`src/rtl/mem_port_arbiter.sv`:
```
// Round-robin arbiter sharing one memory port among 4 requesters; grant held for a whole transaction.
// Optional BUSY watchdog that aborts a stalled transaction: define ARB_WATCHDOG_EN.
module mem_port_arbiter #(
    parameter int N_REQ   = 4,
    parameter int TIMEOUT = 255
) (
    input  logic             clk,
    input  logic             reset,
    input  logic [N_REQ-1:0] req,
    input  logic             mem_ready,
    output logic [N_REQ-1:0] grant,
    output logic [1:0]       sel,
    output logic             mem_req,
    output logic [N_REQ-1:0] ack,
    output logic             busy,
    output logic             err
);

    if (N_REQ != 4) begin : g_bad_n_req
        $error("mem_port_arbiter: N_REQ must be 4 to match the 2-bit mux select");
    end
    if (TIMEOUT < 1 || TIMEOUT > 255) begin : g_bad_timeout
        $error("mem_port_arbiter: TIMEOUT must be in 1..255");
    end

    typedef enum logic {IDLE = 1'b0, BUSY = 1'b1} state_t;

    state_t           state_q, state_d;
    logic [1:0]       ptr_q, ptr_d;
    logic [1:0]       sel_q, sel_d;
    logic [N_REQ-1:0] grant_q, grant_d;
    logic [1:0]       win;
    logic [1:0]       idx;
    logic             win_vld;
    logic             timeout;

    // Descending scan so the candidate closest to ptr is the last (winning) assignment.
    always_comb begin
        win     = ptr_q;
        win_vld = 1'b0;
        idx     = '0;
        for (int k = N_REQ - 1; k >= 0; k--) begin
            idx = ptr_q + 2'(k);
            if (req[idx]) begin
                win     = idx;
                win_vld = 1'b1;
            end
        end
    end

`ifdef ARB_WATCHDOG_EN
    logic [7:0] cnt_q, cnt_d;

    always_comb begin
        cnt_d   = cnt_q;
        timeout = (state_q == BUSY) && !mem_ready && (cnt_q == 8'(TIMEOUT - 1));
        if (state_q == IDLE) begin
            cnt_d = '0;
        end else if (!mem_ready) begin
            cnt_d = cnt_q + 8'd1;
        end
    end

    always_ff @(posedge clk) begin
        if (reset) begin
            cnt_q <= '0;
        end else begin
            cnt_q <= cnt_d;
        end
    end
`else
    assign timeout = 1'b0;
`endif

    always_comb begin
        state_d = state_q;
        ptr_d   = ptr_q;
        sel_d   = sel_q;
        grant_d = grant_q;
        case (state_q)
            IDLE: begin
                if (win_vld) begin
                    state_d      = BUSY;
                    sel_d        = win;
                    grant_d      = '0;
                    grant_d[win] = 1'b1;
                end
            end
            BUSY: begin
                // Completion wins over a coincident watchdog expiry.
                if (mem_ready || timeout) begin
                    state_d = IDLE;
                    grant_d = '0;
                    ptr_d   = sel_q + 2'd1;
                end
            end
            default: state_d = IDLE;
        endcase
    end

    always_ff @(posedge clk) begin
        if (reset) begin
            state_q <= IDLE;
            ptr_q   <= '0;
            sel_q   <= '0;
            grant_q <= '0;
        end else begin
            state_q <= state_d;
            ptr_q   <= ptr_d;
            sel_q   <= sel_d;
            grant_q <= grant_d;
        end
    end

    assign grant   = grant_q;
    assign sel     = sel_q;
    assign busy    = (state_q == BUSY);
    assign mem_req = (state_q == BUSY);
    assign ack     = (state_q == BUSY && mem_ready) ? grant_q : '0;
    assign err     = timeout;

endmodule

```
`config.mk`:
```
export PLATFORM = sky130hd
export DESIGN_NAME = mem_port_arbiter
export DESIGN_NICKNAME = d
export VERILOG_FILES = /design/src/rtl/mem_port_arbiter.sv
export SDC_FILE = /design/constraint.sdc
export NUM_CORES = 1
export LEC_CHECK = 0
export BUFFER_PORTS_ARGS = -buffer_cell sky130_fd_sc_hd__buf_4
export CORE_AREA = 5 5 42 44
export CTS_BUF_LIST = sky130_fd_sc_hd__clkbuf_8
export CTS_CLUSTER_SIZE = 16
export DETAILED_ROUTE_END_ITERATION = 16
export DIE_AREA = 0 0 47 49
export PLACE_DENSITY = 0.74
export SLEW_MARGIN = 20
export SYNTH_ARGS = -nofsm -noshare
export SYNTH_HDL_FRONTEND = slang
export SYNTH_SLANG_ARGS = --single-unit
```
`constraint.sdc`:
```
create_clock -name clk -period 1.25 [get_ports clk]
set_input_delay 0.25 -clock clk [delete_from_list [all_inputs] [get_ports clk]]
set_output_delay 0.25 -clock clk [all_outputs]
set_load 0.02 [all_outputs]
```
== Word level (Yosys, flattened, before mapping) ==
Index checks and enable logic that the tools add are counted.

* Register bits after elaboration: 9
* Logic and storage cells: 47

* $add $sub $neg: 4
* $lt $le $gt $ge: 6
* Equal/unequal tests: 2
* Mux-type cells: 25
* Bitwise operators: 1
* Reductions and logical operators: 5

{| class="wikitable"
|+ Operators with widths
! operator !! count
|-
| less-than comparator 2 x 3 -> 1 bit, second input constant || 5
|-
| 2-to-1 mux 4 bit || 3
|-
| 2-to-1 mux 1 bit || 11
|-
| binary-select mux 1 bit (select 2 bit) || 4
|-
| 2-to-1 mux 2 bit || 4
|-
| one-hot mux 4 bit (2 select lines) || 1
|-
| AND reduction 2 bit || 3
|-
| adder 2 x 1 -> 2 bit, second input constant || 2
|-
| adder 2 bit, second input constant || 2
|-
| inequality test 2 bit, second input constant || 2
|-
| demux 1 bit (select 2 bit) || 1
|-
| greater-or-equal comparator 2 x 1 -> 1 bit, second input constant || 1
|-
| logical AND 1 bit || 2
|-
| one-hot mux 1 bit (2 select lines) || 1
|-
| inverter 1 bit || 1
|}

== Logic depth before layout (Yosys ltp) ==
* Depth after elaboration: 13
* Gate-level depth with buffers: 6

== Worst setup path before layout ==
No wires, ideal clock.

* Path kind: register -> register
* Start: register ptr_q[1]
* End: register grant_q[0], in the netlist grant[0]
* Setup time: 67 ps
* Arrival time: 1282 ps
* Data required time: 1183 ps
* Path slack: -99 ps
* Stages on the path, launching flop included: 6
* Path buffers: 0
* Cell sequence: dfxtp_1 -> or3_1 -> o21ai_0 -> o31ai_1 -> or3_1 -> a21oi_2

* Cells in the longest elaborated chain, start to end: 13
* Elaborated cells on any way between the ends: 28

{| class="wikitable"
|+ Ends and longest elaborated chain
! item !! line !! text
|-
| start: declaration || 29 || <nowiki>logic [1:0] ptr_q, ptr_d;</nowiki>
|-
| start signal: assignment || 109 || <nowiki>ptr_q <= ptr_d;</nowiki>
|-
| adder 2 bit || 43 || <nowiki>idx = ptr_q + 2'(k);</nowiki>
|-
| binary-select mux 1 bit (select 2 bit) || 44 || <nowiki>if (req[idx]) begin</nowiki>
|-
| 2-to-1 mux 1 bit (not written as such) || 44 ||
|-
| 2-to-1 mux 2 bit (4 in series) || 44 ||
|-
| less-than comparator 2 x 3 -> 1 bit (not written as such) or greater-or-equal comparator 2 x 1 -> 1 bit (tied branches) || 86 || <nowiki>grant_d[win] = 1'b1;</nowiki>
|-
| logical AND 1 bit (not written as such) || 86 ||
|-
| 2-to-1 mux 1 bit (not written as such) || 86 ||
|-
| demux 1 bit (select 2 bit) || 86 ||
|-
| 2-to-1 mux 4 bit || 82 || <nowiki>if (win_vld) begin</nowiki>
|-
| one-hot mux 4 bit (2 select lines) || 80 || <nowiki>case (state_q)</nowiki>
|-
| end signal: assignment || 111 || <nowiki>grant_q <= grant_d;</nowiki>
|-
| end: declaration || 31 || <nowiki>logic [N_REQ-1:0] grant_q, grant_d;</nowiki>
|}

Several ways; a longest one is shown, not always the timed one. The select of a mux whose other input is x is not followed.
A chain may end at the register's enable or synchronous reset.

== Worst setup path after layout ==
Same ends and word-level chain as after synthesis.

==> impl_metrics.json <==
{
  "ys_seq_elements": 9,
  "reg2reg_from": "ptr_q[1]$_SDFFE_PP0P_",
  "peakVddDrop_v": 0.000730,
  "cts_tree": "done",
  "hold_class": "input pin to flip-flop",
  "yosysWarnings": 0,
  "initial_core_util_pct": 35.0,
  "grt_max_degree": 11,
  "critPathKind": "flip-flop to flip-flop",
  "setup_violations": 4,
  "drt_iter0_drc": 9,
  "violations": "negative setup slack",
  "layout_min_cycle_time_ps": 1390,
  "rows": 14,
  "clkSinkCount": 9,
  "gp_congestion": 0.777,
  "grt_util_all_layers_pct": 13.7,
  "syn_avg_cell_area_um2": 7.66,
  "drive_gt1_share_pct": 58.9,
  "max_freq_ghz": 0.717,
  "port-buffer-count": 18,
  "worstPathMaxFanout": 3,
  "hpwl_um": 935,
  "cap_violations": 0,
  "crit_end": "grant[0]$_SDFFE_PP0P_",
  "grt_first_pass_wirelength_um": 2210,
  "yosys.area.top_type": "dfxtp_1",
  "p_per_area_nw_per_um2": 1090,
  "crit_path_max_incr_delay_ps": 400,
  "rr_worst_depth": 5,
  "skew_ps": 5.30,
  "clock_latency_ps": 240,
  "die_area_um2": 2300,
  "slew_violations": 0,
  "vias_per_cell": 5.39,
  "synth_ff_type": "dfxtp_1",
  "status": "complete, but fails checks",
  "cts-root-buf": "clkbuf_8",
  "syn_inst": 64,
  "cts_max_level": 1,
  "clk_path_buf_depth": 2,
  "p_total_w": 0.000947,
  "whs_ps": 256,
  "diodes": 0,
  "drc": 0,
  "nets": 103,
  "rsz0062_at_grt": "true",
  "timing.rr.end": "grant[0]$_SDFFE_PP0P_",
  "drtPass1Iterations": 4,
  "vias": 598,
  "grt_overflow": 0,
  "synth.distinct_cells": 25,
  "syn2layout_area_growth_pct": 76.5,
  "syn_area_um2": 490,
  "ys_seq_area_share_pct": 36.7,
  "end_kind": "flip-flop",
  "die_h_um": 49,
  "fp.dieW_um": 47,
  "crit_path_cell_trace": "or3_4 > o21ai_4 > o31ai_4 > or3_1 > a21oi_2",
  "num_io_pins": 20,
  "path_clk_slew_ps": 50,
  "cts_made_buffers": 3,
  "postCtsHoldBufs": 0,
  "synth_top_cells_by_area": "dfxtp_1, a21oi_1, and3_1",
  "synthArstFlopShare_pct": 0,
  "worstPathArrival_ps": 1570,
  "synth-edff-count": 0,
  "detail_route.wl_per_cell_um": 14.5,
  "ant_nets": 0,
  "startpoint": "ptr_q[1]$_SDFFE_PP0P_",
  "syn-num-nets": 71,
  "slowest_stage": "or3_1",
  "grt_pass1_vias": 476,
  "antenna_found_initial": 0,
  "finalWorstSetupSlack_ps": -144,
  "required_ps": 1430,
  "core_um2": 1400,
  "reg2reg_slack_ps": -140,
  "period_share_pct": 112,
  "finalHoldViolCount": 0,
  "startpoint_type": "flip-flop",
  "power.leakage_nw": 0.382,
  "wirelength_um": 1620,
  "yosys.area.top_type_share_pct": 36.7
}
==> area by class of cell <==
cell class,instances,area [um^2]
clock buffers,3,41.3
fillers,123,536
flip-flops and latches,9,184
inverters,3,11.3
clock inverters,1,3.75
well taps,16,20.0
multi-input cells,48,357
repair buffers,31,249
==> cells in the final DEF, fill, tap and decap left out, types with 2 or more instances in the layout <==
cell       n
and3_4     4
dfxtp_1    6
nand2_1    4
buf_4     25
nand3_1    4
nand3b_1   2
a21oi_1    4
a21oi_2    4
nor2_1     4
buf_6      5
inv_1      4
a211oi_1   3
clkbuf_8   3
dfxtp_2    3
==> worst min-delay path by stage <==
stage	startpoint	end	slack (ps)	cells past startpoint
floorplan	mem_ready	busy$_SDFF_PP0_	490	2
global placement	grant[3]$_SDFFE_PP0P_	grant[3]$_SDFFE_PP0P_	470	2
detailed placement	grant[1]$_SDFFE_PP0P_	grant[1]$_SDFFE_PP0P_	480	2
CTS	reset	grant[0]$_SDFFE_PP0P_	240	2
global route	reset	grant[0]$_SDFFE_PP0P_	260	2
finish	reset	grant[0]$_SDFFE_PP0P_	260	2
==> cell usage after synthesis (2+ instances only) <==
library cell  instances
a21oi_1               7
nand3b_1              2
buf_4                 2
or3_1                 2
inv_1                 3
nor2_1                5
nand2_1               6
nand3_1               5
dfxtp_1               9
o21ai_0               2
and3_1                4
nor2b_1               2
a211oi_1              3
==> repair_timing <==
action,in CTS,in global routing
setup endpoints to repair,9,10
gates resized for setup,11,17
gates cloned,0,1
pin swaps,6,5
setup buffers,2,3
==> through the flow <==
stage	worst slack [ps]	setup TNS, ps	cells	area, um^2	utilization [%]
final	-144	-306	111	866	61.8
after global routing	-177	-647	111	866	61.8
after CTS	-122	-259	107	769	54.9
after detailed placement	-194	-989	101	674	48.1
after global placement	-172	-848	101	674	48.1
after floorplan	-99.1	-99.1	64	490	-
==> worst max-delay path: cells and delay by family, from the launching register on <==
family	cells	cell delay, ps
and+or+nand+nor	2	740
DFF	1	320
AOI/OAI and AO/OA	3	280
==> power by group <==
group / internal [W] / total (W) / switching, W / leakage, nW
clock: 0.000215 / 0.000343 / 0.000128 / 0.0269
combinational: 0.000134 / 0.000276 / 0.000142 / 0.280
sequential: 0.000311 / 0.000328 / 0.0000176 / 0.0748
total: 0.000660 / 0.000947 / 0.000287 / 0.382
==> cell families (layout without fill, tap and decap cells) <==
kind of cell	after synthesis	after routing	synth area share, %
buf+inv	7	38	7.14
flops	9	9	36.7
other cells	1	1	0.765
compound gates	16	16	20.9
xor+xnor	1	1	1.79
simple gates	30	30	32.7
==> flip-flops by register name, summed over array words and instances (netlist names) <==
signal  cells
grant       4
sel         2
busy        1
ptr_q       2
==> routing by layer <==
layer / track usage (%) / part of all wire [%] / vias to the layer above
li1: - / - / 287
met1: 15.3 / 36 / 287
met2: 20.8 / 53 / 17
met3: 6.64 / 5.8 / 7
met4: 6.91 / 4.4 / 0
met5: 0 / 0 / -
(Power assumes the default switching activity.)
